==> src/rtl/digit_demux.sv <==
// digit_demux: four 8-bit held registers loaded by one-hot addressed writes,
// a sequential four-cycle clear, and a free-running one-hot scan select.
// Optional macro DIGIT_DEMUX_BLANK_EN inserts a one-cycle all-zero gap on
// every scan step.
module digit_demux #(
    parameter int unsigned SCAN_DIV = 1000,
    parameter int unsigned CNT_W    = 16
) (
    input  logic             clk,
    input  logic             rst_n,
    input  logic [7:0]       din,
    input  logic             din_valid,
    input  logic [3:0]       dest,
    output logic             din_ready,
    input  logic             clr,
    output logic             err,
    output logic [7:0]       I0,
    output logic [7:0]       I1,
    output logic [7:0]       I2,
    output logic [7:0]       I3,
    output logic [3:0]       s
);

    localparam logic [CNT_W-1:0] CNT_LAST = CNT_W'(SCAN_DIV - 1);

    typedef enum logic [2:0] {
        IDLE,
        CLR0,
        CLR1,
        CLR2,
        CLR3
    } state_t;

    state_t           state;
    state_t           state_nxt;
    logic             wr_acc;
    logic             wr_good;
    logic [CNT_W-1:0] cnt;
    logic             wrap;

    // Clear FSM state register
    always_ff @(posedge clk or negedge rst_n) begin
        if (!rst_n) begin
            state <= IDLE;
        end else begin
            state <= state_nxt;
        end
    end

    // Clear FSM next state and write-ready; clr outside IDLE is ignored
    always_comb begin
        state_nxt = state;
        din_ready = 1'b0;
        case (state)
            IDLE: begin
                din_ready = !clr;
                if (clr) begin
                    state_nxt = CLR0;
                end
            end
            CLR0:    state_nxt = CLR1;
            CLR1:    state_nxt = CLR2;
            CLR2:    state_nxt = CLR3;
            CLR3:    state_nxt = IDLE;
            default: state_nxt = IDLE;
        endcase
    end

    assign wr_acc  = din_valid && din_ready;
    assign wr_good = wr_acc && $onehot(dest);

    // Held registers and error pulse; clears and writes never coincide
    always_ff @(posedge clk or negedge rst_n) begin
        if (!rst_n) begin
            I0  <= 8'h00;
            I1  <= 8'h00;
            I2  <= 8'h00;
            I3  <= 8'h00;
            err <= 1'b0;
        end else begin
            err <= wr_acc && !$onehot(dest);
            if (wr_good && dest[0]) I0 <= din;
            if (wr_good && dest[1]) I1 <= din;
            if (wr_good && dest[2]) I2 <= din;
            if (wr_good && dest[3]) I3 <= din;
            case (state)
                CLR0:    I0 <= 8'h00;
                CLR1:    I1 <= 8'h00;
                CLR2:    I2 <= 8'h00;
                CLR3:    I3 <= 8'h00;
                default: ;
            endcase
        end
    end

    assign wrap = (cnt == CNT_LAST);

`ifdef DIGIT_DEMUX_BLANK_EN
    logic       blank;
    logic [3:0] pos;

    // Scan with a one-cycle zero gap; the prescaler holds during the gap
    always_ff @(posedge clk or negedge rst_n) begin
        if (!rst_n) begin
            cnt   <= '0;
            s     <= 4'b0001;
            pos   <= 4'b0001;
            blank <= 1'b0;
        end else if (blank) begin
            blank <= 1'b0;
            s     <= pos;
        end else if (wrap) begin
            cnt   <= '0;
            blank <= 1'b1;
            s     <= 4'b0000;
            pos   <= {pos[2:0], pos[3]};
        end else begin
            cnt <= cnt + CNT_W'(1);
        end
    end
`else
    // Scan prescaler; s rotates directly on each wrap
    always_ff @(posedge clk or negedge rst_n) begin
        if (!rst_n) begin
            cnt <= '0;
            s   <= 4'b0001;
        end else if (wrap) begin
            cnt <= '0;
            s   <= {s[2:0], s[3]};
        end else begin
            cnt <= cnt + CNT_W'(1);
        end
    end
`endif

endmodule

==> config.mk <==
export PLATFORM = sky130hd
export DESIGN_NAME = digit_demux
export DESIGN_NICKNAME = d
export VERILOG_FILES = /design/src/rtl/digit_demux.sv
export SDC_FILE = /design/constraint.sdc
export NUM_CORES = 1
export LEC_CHECK = 0
export BUFFER_PORTS_ARGS = -buffer_cell sky130_fd_sc_hd__buf_4
export CAP_MARGIN = 20
export CORE_MARGIN = 2
export CORE_UTILIZATION = 50
export DETAILED_ROUTE_END_ITERATION = 7
export HOLD_SLACK_MARGIN = 0.03
export PLACE_DENSITY = 0.76
export SYNTH_ARGS = -nofsm -noshare
export SYNTH_HDL_FRONTEND = slang
export SYNTH_SLANG_ARGS = --single-unit
==> constraint.sdc <==
create_clock -name clk -period 2.3 [get_ports clk]
set_clock_uncertainty 0.1 [all_clocks]
set_input_delay 0.46 -clock clk [delete_from_list [all_inputs] [get_ports clk]]
set_output_delay 0.46 -clock clk [all_outputs]
set_load 0.02 [all_outputs]
==> metrics.yaml <==
critical_path.reg2reg.endpoint: "I0[3]$_DFFE_PN0P_"
cts_made_buffers: 5
vdd_drop_max_uv: 426
globalplace.congestion: 0.793
reg2reg_setup_slack_ps: 260
placed_cells_incl_taps: 371
final_number_of_hold_violating_endpoints: 0
rr_startpoint: "state[0]$_DFFE_PN0P_"
setup_viol: 32
cell_type_of_the_slowest_stage_on_the_worst_timing_path: "sky130_fd_sc_hd__or4bb_4"
clkLatencyLatePin_ps: 300
post_dr_wirelength_cell_um: 15.2
num-nets-final: 336
placeable_core_region_mm2: 0.00511
grt_start_max_net_pins: 57
cp_max_fo: 8
portBuffers: 53
drt_first_iter_violations: 91
clockRootBuffer: "sky130_fd_sc_hd__clkbuf_8"
rsz_0062_raised_after_global_routing: "yes"
required_worst_endpoint_ps: 2430
grt.total_usage_pct: 22.1
drt_pass1_iterations: 4
period_minus_slack_ps: 2490
fill_cells: 404
vias_post_dr: 2029
floorplan.initialDensity_pct: 51.6
slew-limit-headroom_pct: 53.7
tns_ps: -4450
synth-seq-cells: 56
netlist_instances: 250
path_cells: "buf_8 -> inv_4 -> fa_1 -> inv_1 -> ha_2 -> ha_4 -> or4bb_4 -> nor3_4 -> nand2_1 -> o21ai_2"
timing_limited_maximum_frequency_mhz: 401
post_layout_nonfiller_instances: 387
grt.overflow.total: 0
wl_final_mm: 5.89
violations_in_the_final_reports: "setup timing"
mappedNetlistNets: 270
status: "finished with violations"
area_delta_synth_final_pct: 32.9
cts_hold_buf: 0
utilization_pct: 68.6
p_leak_nw: 1.76
cts_tree: "built"
max_slew.worst_pin.slew_ps: 695
yosysWarnings: 0
i_o_pins: 54
maximum_clock_insertion_buffer_count: 2
die_ar_mm2: 0.00587
grt_first_pass_wirelength_mm: 10.4
preCtsSetupSlack_ps: -601
synthDistinctLibCells: 39
most-common-layout-cells: "sky130_fd_sc_hd__buf_4, sky130_fd_sc_hd__dfrtp_1, sky130_fd_sc_hd__nand2_1"
mean_number_of_vias_per_cell: 5.24
die-height_um: 76.6
crit_type: "input pin to register"
layout.cells.most_common: "sky130_fd_sc_hd__buf_4"
fin_crit_sh_pct: 108
worst_path_largest_cell_delay_ps: 590
worst_ep_arrival_time_ps: 2620
number_of_clock_sinks: 56
dominant_delay_contributor_by_cell_family_on_the_critical_path: "simple AND/OR/NAND/NOR gates"
worst_r2r_path_depth: 5
clkTransAtPathRegs_ps: 90
cap_violations: 0
core.rowCount: 26
drt.antenna.violating_nets: 0
detailed_route_drc_error_count: 0
max_transition_viols_final: 0
antenna_found_initial: 0
syn_area_per_cell_um2: 10.6
worst_setup_path_end_kind: "register"
syn-cell-area_mm2: 0.00264
fin_ws_ps: -191
min_path_type: "input pin to asynchronous set/reset pin"
vias_in_the_first_global_route: 2031
power_per_cell_area_mw_per_mm2: 759
antenna-diode-count: 0
sequential_share_of_the_synthesized_area_pct: 53.2
drive_above_1_share_pct: 47.0
worst-path-buf-inv: 3
fp.dieW_um: 76.6
cp-start-kind: "input pin"
hpwl_mm: 4.23
cts-htree-levels: 2
[state kept, by name, indices dropped and copies added (netlist names)]
name	cells
I3	8
err	1
I2	8
state	3
I0	8
I1	8
s	4
cnt	16
[cell type report]
type / count / area (µm²) / area share, %
timing repair buffer: 71 / 626 / 17.8
tap: 70 / 87.6 / 2.50
inverter: 8 / 36.3 / 1.03
sequential: 56 / 1400 / 40.0
clock inverter: 1 / 7.51 / 0.214
clock buffer: 7 / 86.3 / 2.46
multi-input combinational: 174 / 1260 / 35.9
[worst max-delay path by stage]
| stage | start | endpoint | slack [ps] | cells after the start |
|---|---|---|---|---|
| after detailed placement | dest[0] | I1[6]$_DFFE_PN0P_ | -600 | 10 |
| after global placement | dest[0] | I1[5]$_DFFE_PN0P_ | -560 | 10 |
| after global routing | dest[0] | I1[7]$_DFFE_PN0P_ | -230 | 11 |
| after CTS | dest[3] | I3[3]$_DFFE_PN0P_ | -190 | 11 |
| final | dest[3] | I0[3]$_DFFE_PN0P_ | -190 | 10 |
| after floorplan | dest[0] | I3[0]$_DFFE_PN0P_ | -360 | 9 |
[metal layers]
metal  share of wire (%)  track usage (%)  routed length, µm  vias up
met5                   0                0                  0        -
li1                    -                -                  -      969
met1                  46             31.4               2680     1003
met3                 3.5             4.50                207        9
met2                  50             35.7               2920       48
met4                 1.4             4.36                 81        0
[through the flow]
step	area, µm²	total power, W	hold slack (ps)
floorplan	2690	0.00177	64.4
global placement	3200	0.00207	359
detailed placement	3200	0.00209	379
CTS	3420	0.00266	122
global route	3510	0.00282	149
finish	3510	0.00266	96.1
[cells by family after synthesis]
group | share of synthesized area (%)
xor+xnor | 4.32
buf+inv | 4.65
flops | 53.2
simple gates | 22.2
mux | 2.09
compound gates | 11.4
fa+ha+maj | 2.18
[cell usage after synthesis (all sizes together)]
| master | n | share of area, % |
|---|---|---|
| and2 | 4 | 0.95 |
| o2111a | 1 | 0.43 |
| or4bb | 1 | 0.43 |
| or3b | 2 | 0.66 |
| mux2 | 4 | 1.7 |
| a22o | 1 | 0.33 |
| dfstp | 1 | 1.0 |
| nand2 | 67 | 9.5 |
| nor2 | 10 | 1.4 |
| xor2 | 8 | 2.7 |
| nand4 | 3 | 0.71 |
| inv | 8 | 1.1 |
| dfrtp | 55 | 52 |
| fa | 1 | 0.76 |
| o21ai | 33 | 10 |
| and4 | 2 | 0.66 |
| buf | 10 | 3.2 |
| mux2i | 1 | 0.38 |
| or3 | 1 | 0.24 |
| nor4 | 1 | 0.47 |
| o211a | 1 | 0.38 |
| nand2b | 1 | 0.24 |
| nand4b | 1 | 0.33 |
| clkbuf | 2 | 0.28 |
| xnor2 | 5 | 1.7 |
| or4 | 2 | 0.71 |
| ha | 3 | 1.4 |
| nand3 | 7 | 1.3 |
| nand3b | 1 | 0.28 |
| nor4b | 1 | 0.90 |
| nor2b | 2 | 0.47 |
| and3 | 4 | 0.95 |
| nor3 | 6 | 1.9 |
[power breakdown]
group	internal, W	leakage, nW	total, W	switching (W)
Clock	0.000245	0.0445	0.000547	0.000301
Sequential	0.00113	0.754	0.00125	0.000123
Combinational	0.000364	0.960	0.000861	0.000498
Total	0.00174	1.76	0.00266	0.000922
[timing repair]
item                                    CTS  global route
resized for setup                        21            22
endpoints found under the hold margin     0             0
buffers inserted                          6             2
pin swaps                                12            12
endpoints found under the setup margin   32            33
(Power assumes the default switching activity.)
